File: src/rtl/cpu_ocimem_arbiter.sv
// cpu_ocimem_arbiter: round-robin JTAG/CPU sequencer for the single-port OCIMEM debug RAM.
// Define OCIMEM_AUTOINC_EN to post-increment the JTAG address after every JTAG read or write.
module cpu_ocimem_arbiter #(
  parameter int ADDR_W = 8
) (
  input  logic              clk,
  input  logic              reset,
  input  logic              take_action_ocimem_a,
  input  logic              take_no_action_ocimem_a,
  input  logic              take_action_ocimem_b,
  input  logic [37:0]       jdo,
  input  logic [ADDR_W-1:0] cpu_address,
  input  logic              cpu_read,
  input  logic              cpu_write,
  input  logic [31:0]       cpu_writedata,
  output logic [31:0]       cpu_readdata,
  output logic              cpu_waitrequest,
  output logic [ADDR_W-1:0] ram_addr,
  output logic              ram_wren,
  output logic [31:0]       ram_wdata,
  input  logic [31:0]       ram_rdata,
  output logic [31:0]       MonDReg,
  output logic              jtag_rdy,
  output logic              jtag_overrun
);
  typedef enum logic [2:0] {IDLE, CPU_WR, CPU_RD, CPU_RACK, J_WR, J_RD, J_RACK} state_t;
  state_t state, state_nxt;
  logic pending, pend_wr, last_jtag, strobe, accept, load_a, cpu_req, grant_j, done_j, step, cpu_side;
  logic [ADDR_W-1:0] jaddr;
  logic [31:0] pend_data, cpu_rd_q, mon_q;
  logic unused_jdo;
  assign unused_jdo = ^{jdo[37:35], jdo[2:0]};
  assign strobe  = take_action_ocimem_a || take_no_action_ocimem_a || take_action_ocimem_b;
  assign accept  = strobe && jtag_rdy;
  assign load_a  = accept && take_action_ocimem_a && !take_action_ocimem_b;
  assign cpu_req = cpu_read || cpu_write;
  assign grant_j = pending && (!cpu_req || !last_jtag);
  assign done_j  = state == J_WR || state == J_RACK;
`ifdef OCIMEM_AUTOINC_EN
  assign step = done_j;
`else
  assign step = 1'b0;
`endif
  always_ff @(posedge clk or posedge reset)
    if (reset) state <= IDLE;
    else state <= state_nxt;
  always_comb begin
    state_nxt = state == IDLE   ? (grant_j ? (pend_wr ? J_WR : J_RD) :
                                   cpu_req ? (cpu_write ? CPU_WR : CPU_RD) : IDLE) :
                state == CPU_RD ? CPU_RACK :
                state == J_RD   ? J_RACK : IDLE;
  end
  // Read data is forwarded during the RACK cycle so it is valid while waitrequest is low.
  always_comb begin
    cpu_side        = state == CPU_WR || state == CPU_RD || state == CPU_RACK;
    ram_wren        = state == CPU_WR || state == J_WR;
    ram_addr        = cpu_side ? cpu_address : jaddr;
    ram_wdata       = state == CPU_WR ? cpu_writedata : state == J_WR ? pend_data : '0;
    cpu_waitrequest = !(state == CPU_WR || state == CPU_RACK);
    cpu_readdata    = state == CPU_RACK ? ram_rdata : cpu_rd_q;
    MonDReg         = state == J_RACK ? ram_rdata : mon_q;
    jtag_rdy        = !pending || done_j;
  end
  always_ff @(posedge clk or posedge reset)
    if (reset) begin
      pending      <= 1'b0;
      pend_wr      <= 1'b0;
      pend_data    <= '0;
      jaddr        <= '0;
      last_jtag    <= 1'b0;
      jtag_overrun <= 1'b0;
      cpu_rd_q     <= '0;
      mon_q        <= '0;
    end else begin
      pending      <= accept || (pending && !done_j);
      jaddr        <= load_a ? jdo[ADDR_W+16:17] : step ? ADDR_W'(jaddr + 1'b1) : jaddr;
      jtag_overrun <= load_a ? 1'b0 : jtag_overrun || (strobe && !jtag_rdy);
      if (accept) pend_wr <= take_action_ocimem_b;
      if (accept && take_action_ocimem_b) pend_data <= jdo[34:3];
      if (state == IDLE && (grant_j || cpu_req)) last_jtag <= grant_j;
      if (state == CPU_RACK) cpu_rd_q <= ram_rdata;
      if (state == J_RACK) mon_q <= ram_rdata;
    end
endmodule

File: config.mk
export PLATFORM = sky130hd
export DESIGN_NAME = cpu_ocimem_arbiter
export DESIGN_NICKNAME = d
export VERILOG_FILES = /design/src/rtl/cpu_ocimem_arbiter.sv
export SDC_FILE = /design/constraint.sdc
export NUM_CORES = 1
export LEC_CHECK = 0
export CAP_MARGIN = 20
export CORE_MARGIN = 2
export CORE_UTILIZATION = 35
export DETAILED_ROUTE_END_ITERATION = 12
export PLACE_DENSITY_LB_ADDON = 0.15
export SLEW_MARGIN = 25
export SYNTH_ARGS = -nofsm -noshare
export SYNTH_HDL_FRONTEND = slang
export SYNTH_SLANG_ARGS = --single-unit
export TNS_END_PERCENT = 50
File: constraint.sdc
create_clock -name clk -period 4.8 [get_ports clk]
set_input_delay 1.44 -clock clk [delete_from_list [all_inputs] [get_ports clk]]
set_output_delay 1.44 -clock clk [all_outputs]
set_load 0.01 [all_outputs]
==> results of run 1 <==
## per-stage QoR
stage / power, µW / setup WS [ps]
after floorplan: 2770 / 429
after global placement: 3980 / 721
after detailed placement: 4040 / 700
after CTS: 4820 / 648
after global routing: 5080 / 503
final: 4740 / 678
## state kept, by name, summed over array words and instances (netlist names)
register,count
cpu_rd_q,32
jaddr,8
jtag_overrun,1
last_jtag,1
mon_q,32
pend_data,32
pend_wr,1
pending,1
state,3
## power groups by stage
stage	clock network (µW)	registers [µW]	logic [µW]
4_1_cts	782	1600	2440
6_report	753	1590	2400
3_5_place_dp	0	1620	2430
5_1_grt	824	1660	2600
3_3_place_gp	0	1590	2390
2_1_floorplan	0	1530	1250
## layout make-up
type	instances	area, µm²	area share, %
sequential	111	2780	37.7
timing repair buffer	225	2270	30.8
multi-input combinational	178	1780	24.2
clock buffer	11	243	3.30
tap	176	220	2.99
clock inverter	5	56.3	0.765
inverter	3	13.8	0.187
## cell usage after synthesis (2+ instances only)
cell        n
or2_2       2
nor4_1      2
a31oi_1     2
nand2b_1    3
dfrtp_1   111
nand2_1     3
a22o_1     32
inv_1       2
mux2_2    112
a21oi_1     2
nor2_1      4
buf_6       3
buf_2      15
## per-layer routing
| layer | vias to the layer above | global-route usage (%) | routed length, µm |
|---|---|---|---|
| li1 | 1574 | - | - |
| met1 | 1662 | 20.9 | 5000 |
| met2 | 143 | 27.0 | 5380 |
| met3 | 12 | 6.61 | 1160 |
| met4 | 0 | 6.62 | 180 |
| met5 | - | 0 | 0 |
## kinds of logic (layout without fill, tap and decap cells)
logic type | count (synthesis) | count (layout) | synth area share [%]
muxes | 112 | 112 | 27.0
DFF | 111 | 111 | 59.4
AOI/OAI and AO/OA | 44 | 44 | 8.19
buffers and inverters | 21 | 244 | 2.57
and+or+nand+nor | 22 | 22 | 2.81
## worst paths after layout
path | startpoint | to | slack (ps) | cells past startpoint
setup / recovery | state[0] | ram_wdata[1] | 680 | 5
hold / removal | pend_wr | pend_wr | 490 | 1
setup reg to reg | state[0] | pend_data[6] | 2700 | 4
hold reg to reg | pend_wr | pend_wr | 490 | 1
max in group asynchronous | reset | mon_q[1] | 2290 | 3
min in group asynchronous | reset | cpu_rd_q[26] | 1600 | 2
==> impl_metrics.json, run 1 <==
{
  "power.internal_uw": 3300,
  "synth_cell_types": 30,
  "grt_pass1_wl_um": 19100,
  "cp.arrival_ps": 2680,
  "power_leakage_uw": 0.00300,
  "ys_top_cells_by_area": "dfrtp_1 (59%), mux2_2 (27%), a22o_1 (6.0%), buf_2 (1.6%), buf_6 (0.72%)",
  "antenna_found_initial": 0,
  "final_cell_mix": "clkdlybuf4s50_1 (218), mux2_2 (112), dfrtp_1 (111), a22o_1 (32), clkbuf_16 (9)",
  "wl_per_cell_um": 16.5,
  "coreArea_um2": 13100,
  "maxSlewHeadroom_pct": 45.6,
  "drt_wl_total_um": 11700,
  "path_buf_inv": 2,
  "ys.flop_type": "dfrtp_1",
  "drt-initial-drc-count": 54,
  "synth_top_area_share_pct": 59.4,
  "tightest_slew_ps": 815,
  "grt_max_degree": 66,
  "power.share.clock_pct": 15.9,
  "synth_top_cell_by_area": "dfrtp_1",
  "route.detailed.drc": 0,
  "cp_cell_sequence": "nand2b_1, nor2_2, buf_4, a22o_1, clkdlybuf4s50_1",
  "path_max_fanout": 22,
  "final_nets": 645,
  "stdcell_count": 709,
  "worst_setup_path_start_kind": "register",
  "clock_skew_ps": 7.40,
  "die-width_um": 120,
  "rows": 42,
  "endpoint_kind": "output pin",
  "sequentialPowerShare_pct": 33.5,
  "fin_crit_sh_pct": 85.9,
  "cpPeakStageDelay_ps": 560,
  "finalHoldViolations": 0,
  "outcome": "completed",
  "clk_pin_slew_ps": 70,
  "required_ps": 3360,
  "ir_worst_vdd_mv": 0.359,
  "whs_ps": 486,
  "postCtsHoldBufs": 0,
  "rsz0062_at_grt": "false",
  "synth_edf_count": 0,
  "synth.avg_cell_area_um2": 15.1,
  "track_usage_pct": 17.0,
  "yosysWarnings": 0,
  "async_reset_ff_share_pct": 100,
  "place_area_um2": 7060,
  "hp-class": "register to register",
  "ys_seq_elements": 111,
  "initial_core_util_pct": 35.6,
  "cts_root_buf": "clkbuf_16",
  "setup_tns_ps": 0,
  "dpl.hpwl_um": 8450,
  "tritoncts": "built",
  "cp_slowest_cell": "dfrtp_1",
  "power.density_nw_per_um2": 644,
  "clk_latency_ps": 350,
  "fill_cells": 1124,
  "gr-total-overflow": 0,
  "drt-pass1-iter-count": 4,
  "postCtsSetupRepairBufs": 0,
  "area.growth.synth_to_final_pct": 57.5,
  "design_area_um2": 7360,
  "fmax_mhz": 243,
  "criticalPathCategory": "register to output pin",
  "finalSetupViolCount": 0,
  "die-area_um2": 14300,
  "num_io_pins": 225,
  "io_buffers": 218,
  "final_common_cell": "clkdlybuf4s50_1",
  "cpLargestDelayFamily": "buffers and inverters",
  "post-route-util_pct": 56.0,
  "period_minus_slack_ps": 4120,
  "synth_area_um2": 4670,
  "slew_violations": 0,
  "swShare_pct": 30.5,
  "drv_cap": 0,
  "htreeDepth": 3,
  "die_height_um": 120,
  "post_cts_resized": 0,
  "cts.path.max_buffers": 2,
  "antennaDiodeCount": 0,
  "vias": 3391,
  "power_frac_comb_pct": 50.6,
  "placedCellCount": 693,
  "via_per_inst": 4.78,
  "cts.sinks": 111,
  "synth.yosys.seq_area_share_pct": 59.4,
  "p_switching_uw": 1450,
  "drive_above_1_share_pct": 27.0,
  "syn_inst": 310,
  "synthesis.nets": 427,
  "numCtsBuffers": 9,
  "gp_congestion": 0.792,
  "ant_nets": 0,
  "grt_pass1_vias": 3677
}
No activity file was read; power rests on OpenSTA's default activity.
==> run 2: changes to the inputs <==
Settings changed: CTS_BUF_LIST set to sky130_fd_sc_hd__clkbuf_16.
==> run 2 against run 1 <==
Sequential share of layout area rose by 0.051 points. Die area stayed put. Setup slack improved by 11 ps. Critical path type unchanged. Final cell count stayed put. Clock skew rose by 0.97 ps. Critical endpoint unchanged. Total power fell by 0.43%. Non-clock buffer count is the same. Combinational power is essentially flat.
==> impl_metrics.json, run 2 (synthesis gave the netlist of run 1 again) <==
{
  "die-width_um": 120,
  "top_regs": "cpu_rd_q: 32 flops, mon_q: 32 flops, pend_data: 32 flops",
  "swShare_pct": 30.5,
  "die-area_um2": 14300,
  "design_area_um2": 7350,
  "vias": 3387,
  "wl_per_cell_um": 16.5,
  "postCtsHoldBufs": 0,
  "power.share.clock_pct": 15.5,
  "io_buffers": 218,
  "power_leakage_uw": 0.00300,
  "cts.path.max_buffers": 2,
  "worst_r2r_endpoint": "pend_data[6]",
  "postCtsSetupRepairBufs": 0,
  "cts.sinks": 111,
  "drt-pass1-iter-count": 4,
  "track_usage_pct": 17.0,
  "route.detailed.drc": 0,
  "grt_max_degree": 66,
  "cp_cell_sequence": "nand2b_1, nor2_2, buf_4, a22o_1, clkdlybuf4s50_1",
  "final_cell_mix": "clkdlybuf4s50_1 (218), mux2_2 (112), dfrtp_1 (111), a22o_1 (32), clkbuf_16 (9)",
  "outcome": "completed",
  "rows": 42,
  "whs_ps": 486,
  "via_per_inst": 4.78,
  "power.internal_uw": 3280,
  "grt_pass1_wl_um": 19100,
  "cts_root_buf": "clkbuf_16",
  "fmax_mhz": 243,
  "drt_wl_total_um": 11700,
  "antenna_found_initial": 0,
  "drt-initial-drc-count": 54,
  "path_buf_inv": 2,
  "hold_depth": 1,
  "slew_violations": 0,
  "period_minus_slack_ps": 4110,
  "area.growth.synth_to_final_pct": 57.3,
  "post-route-util_pct": 56.0,
  "numCtsBuffers": 9,
  "htreeDepth": 3,
  "reg2reg_depth": 4,
  "place_area_um2": 7060,
  "die_height_um": 120,
  "power.density_nw_per_um2": 643,
  "coreArea_um2": 13100,
  "clk_latency_ps": 350,
  "sequentialPowerShare_pct": 33.7,
  "fin_crit_sh_pct": 85.6,
  "antennaDiodeCount": 0,
  "power_frac_comb_pct": 50.8,
  "hp-class": "register to register",
  "path_max_fanout": 22,
  "setup_tns_ps": 0,
  "cpPeakStageDelay_ps": 560,
  "drv_cap": 0,
  "ir_worst_vdd_mv": 0.328,
  "tritoncts": "built",
  "grt_pass1_vias": 3678,
  "ant_nets": 0,
  "finalSetupViolCount": 0,
  "post_cts_resized": 0,
  "worstReg2RegStart": "state[0]",
  "gp_congestion": 0.792,
  "cp.arrival_ps": 2670,
  "num_io_pins": 225,
  "min_to": "pend_wr",
  "criticalPathCategory": "register to output pin",
  "gr-total-overflow": 0,
  "drive_above_1_share_pct": 26.8,
  "initial_core_util_pct": 35.6,
  "min_from": "pend_wr",
  "maxSlewHeadroom_pct": 46.3,
  "rsz0062_at_grt": "false",
  "final_nets": 645,
  "required_ps": 3360,
  "worst_setup_path_start_kind": "register",
  "clock_skew_ps": 8.38,
  "rrSetupSlack_ps": 2710,
  "tightest_slew_ps": 806,
  "final_common_cell": "clkdlybuf4s50_1",
  "cpLargestDelayFamily": "buffers and inverters",
  "dpl.hpwl_um": 8450,
  "clk_pin_slew_ps": 70,
  "finalHoldViolations": 0,
  "endpoint_kind": "output pin",
  "p_switching_uw": 1440,
  "cp_slowest_cell": "dfrtp_1"
}
## run 2: cell count changes in the layout (fill, tap and decap cells not counted), sizes merged
cell,previous run,this run
clkinv,2,3
clkbuf,11,9
inv,4,5
## run 2: layout make-up
type,count,area (µm²)
clock buffer,9,225
fill,1126,5790
tap,176,220
clock inverter,7,63.8
inverter,3,13.8
sequential,111,2780
timing repair buffer,225,2270
multi-input combinational,178,1780
## run 2: per-stage QoR
stage          power [µW]  setup slack [ps]  instances
3_3_place_gp         3980               721        692
4_1_cts              4800               650        709
3_5_place_dp         4040               700        693
2_1_floorplan        2770               429        310
5_1_grt              5060               505        709
6_report             4720               689        709
## run 2: worst max-delay path by stage
stage	start	endpoint	slack (ps)	cells past startpoint
after floorplan	reset	cpu_rd_q[0]	430	1
after global placement	ram_rdata[15]	cpu_readdata[15]	720	3
after detailed placement	ram_rdata[22]	cpu_readdata[22]	700	3
after CTS	state[0]	ram_wdata[1]	650	5
after global routing	state[0]	ram_wdata[1]	500	5
final	state[0]	ram_wdata[1]	690	5
## run 2: power groups by stage
stage | Clock [µW] | Combinational, µW | Sequential [µW]
after detailed placement | 0 | 2430 | 1620
after floorplan | 0 | 1250 | 1530
after global routing | 803 | 2600 | 1660
after CTS | 763 | 2440 | 1600
after global placement | 0 | 2390 | 1590
final | 734 | 2400 | 1590
## run 2: per-layer routing
metal  up-vias  global-route usage, %  wire (µm)
li1       1573                      -          -
met4         0                   6.40        185
met1      1657                   20.8       4960
met3        13                   6.61       1160
met2       144                   27.3       5410
met5         -                      0          0
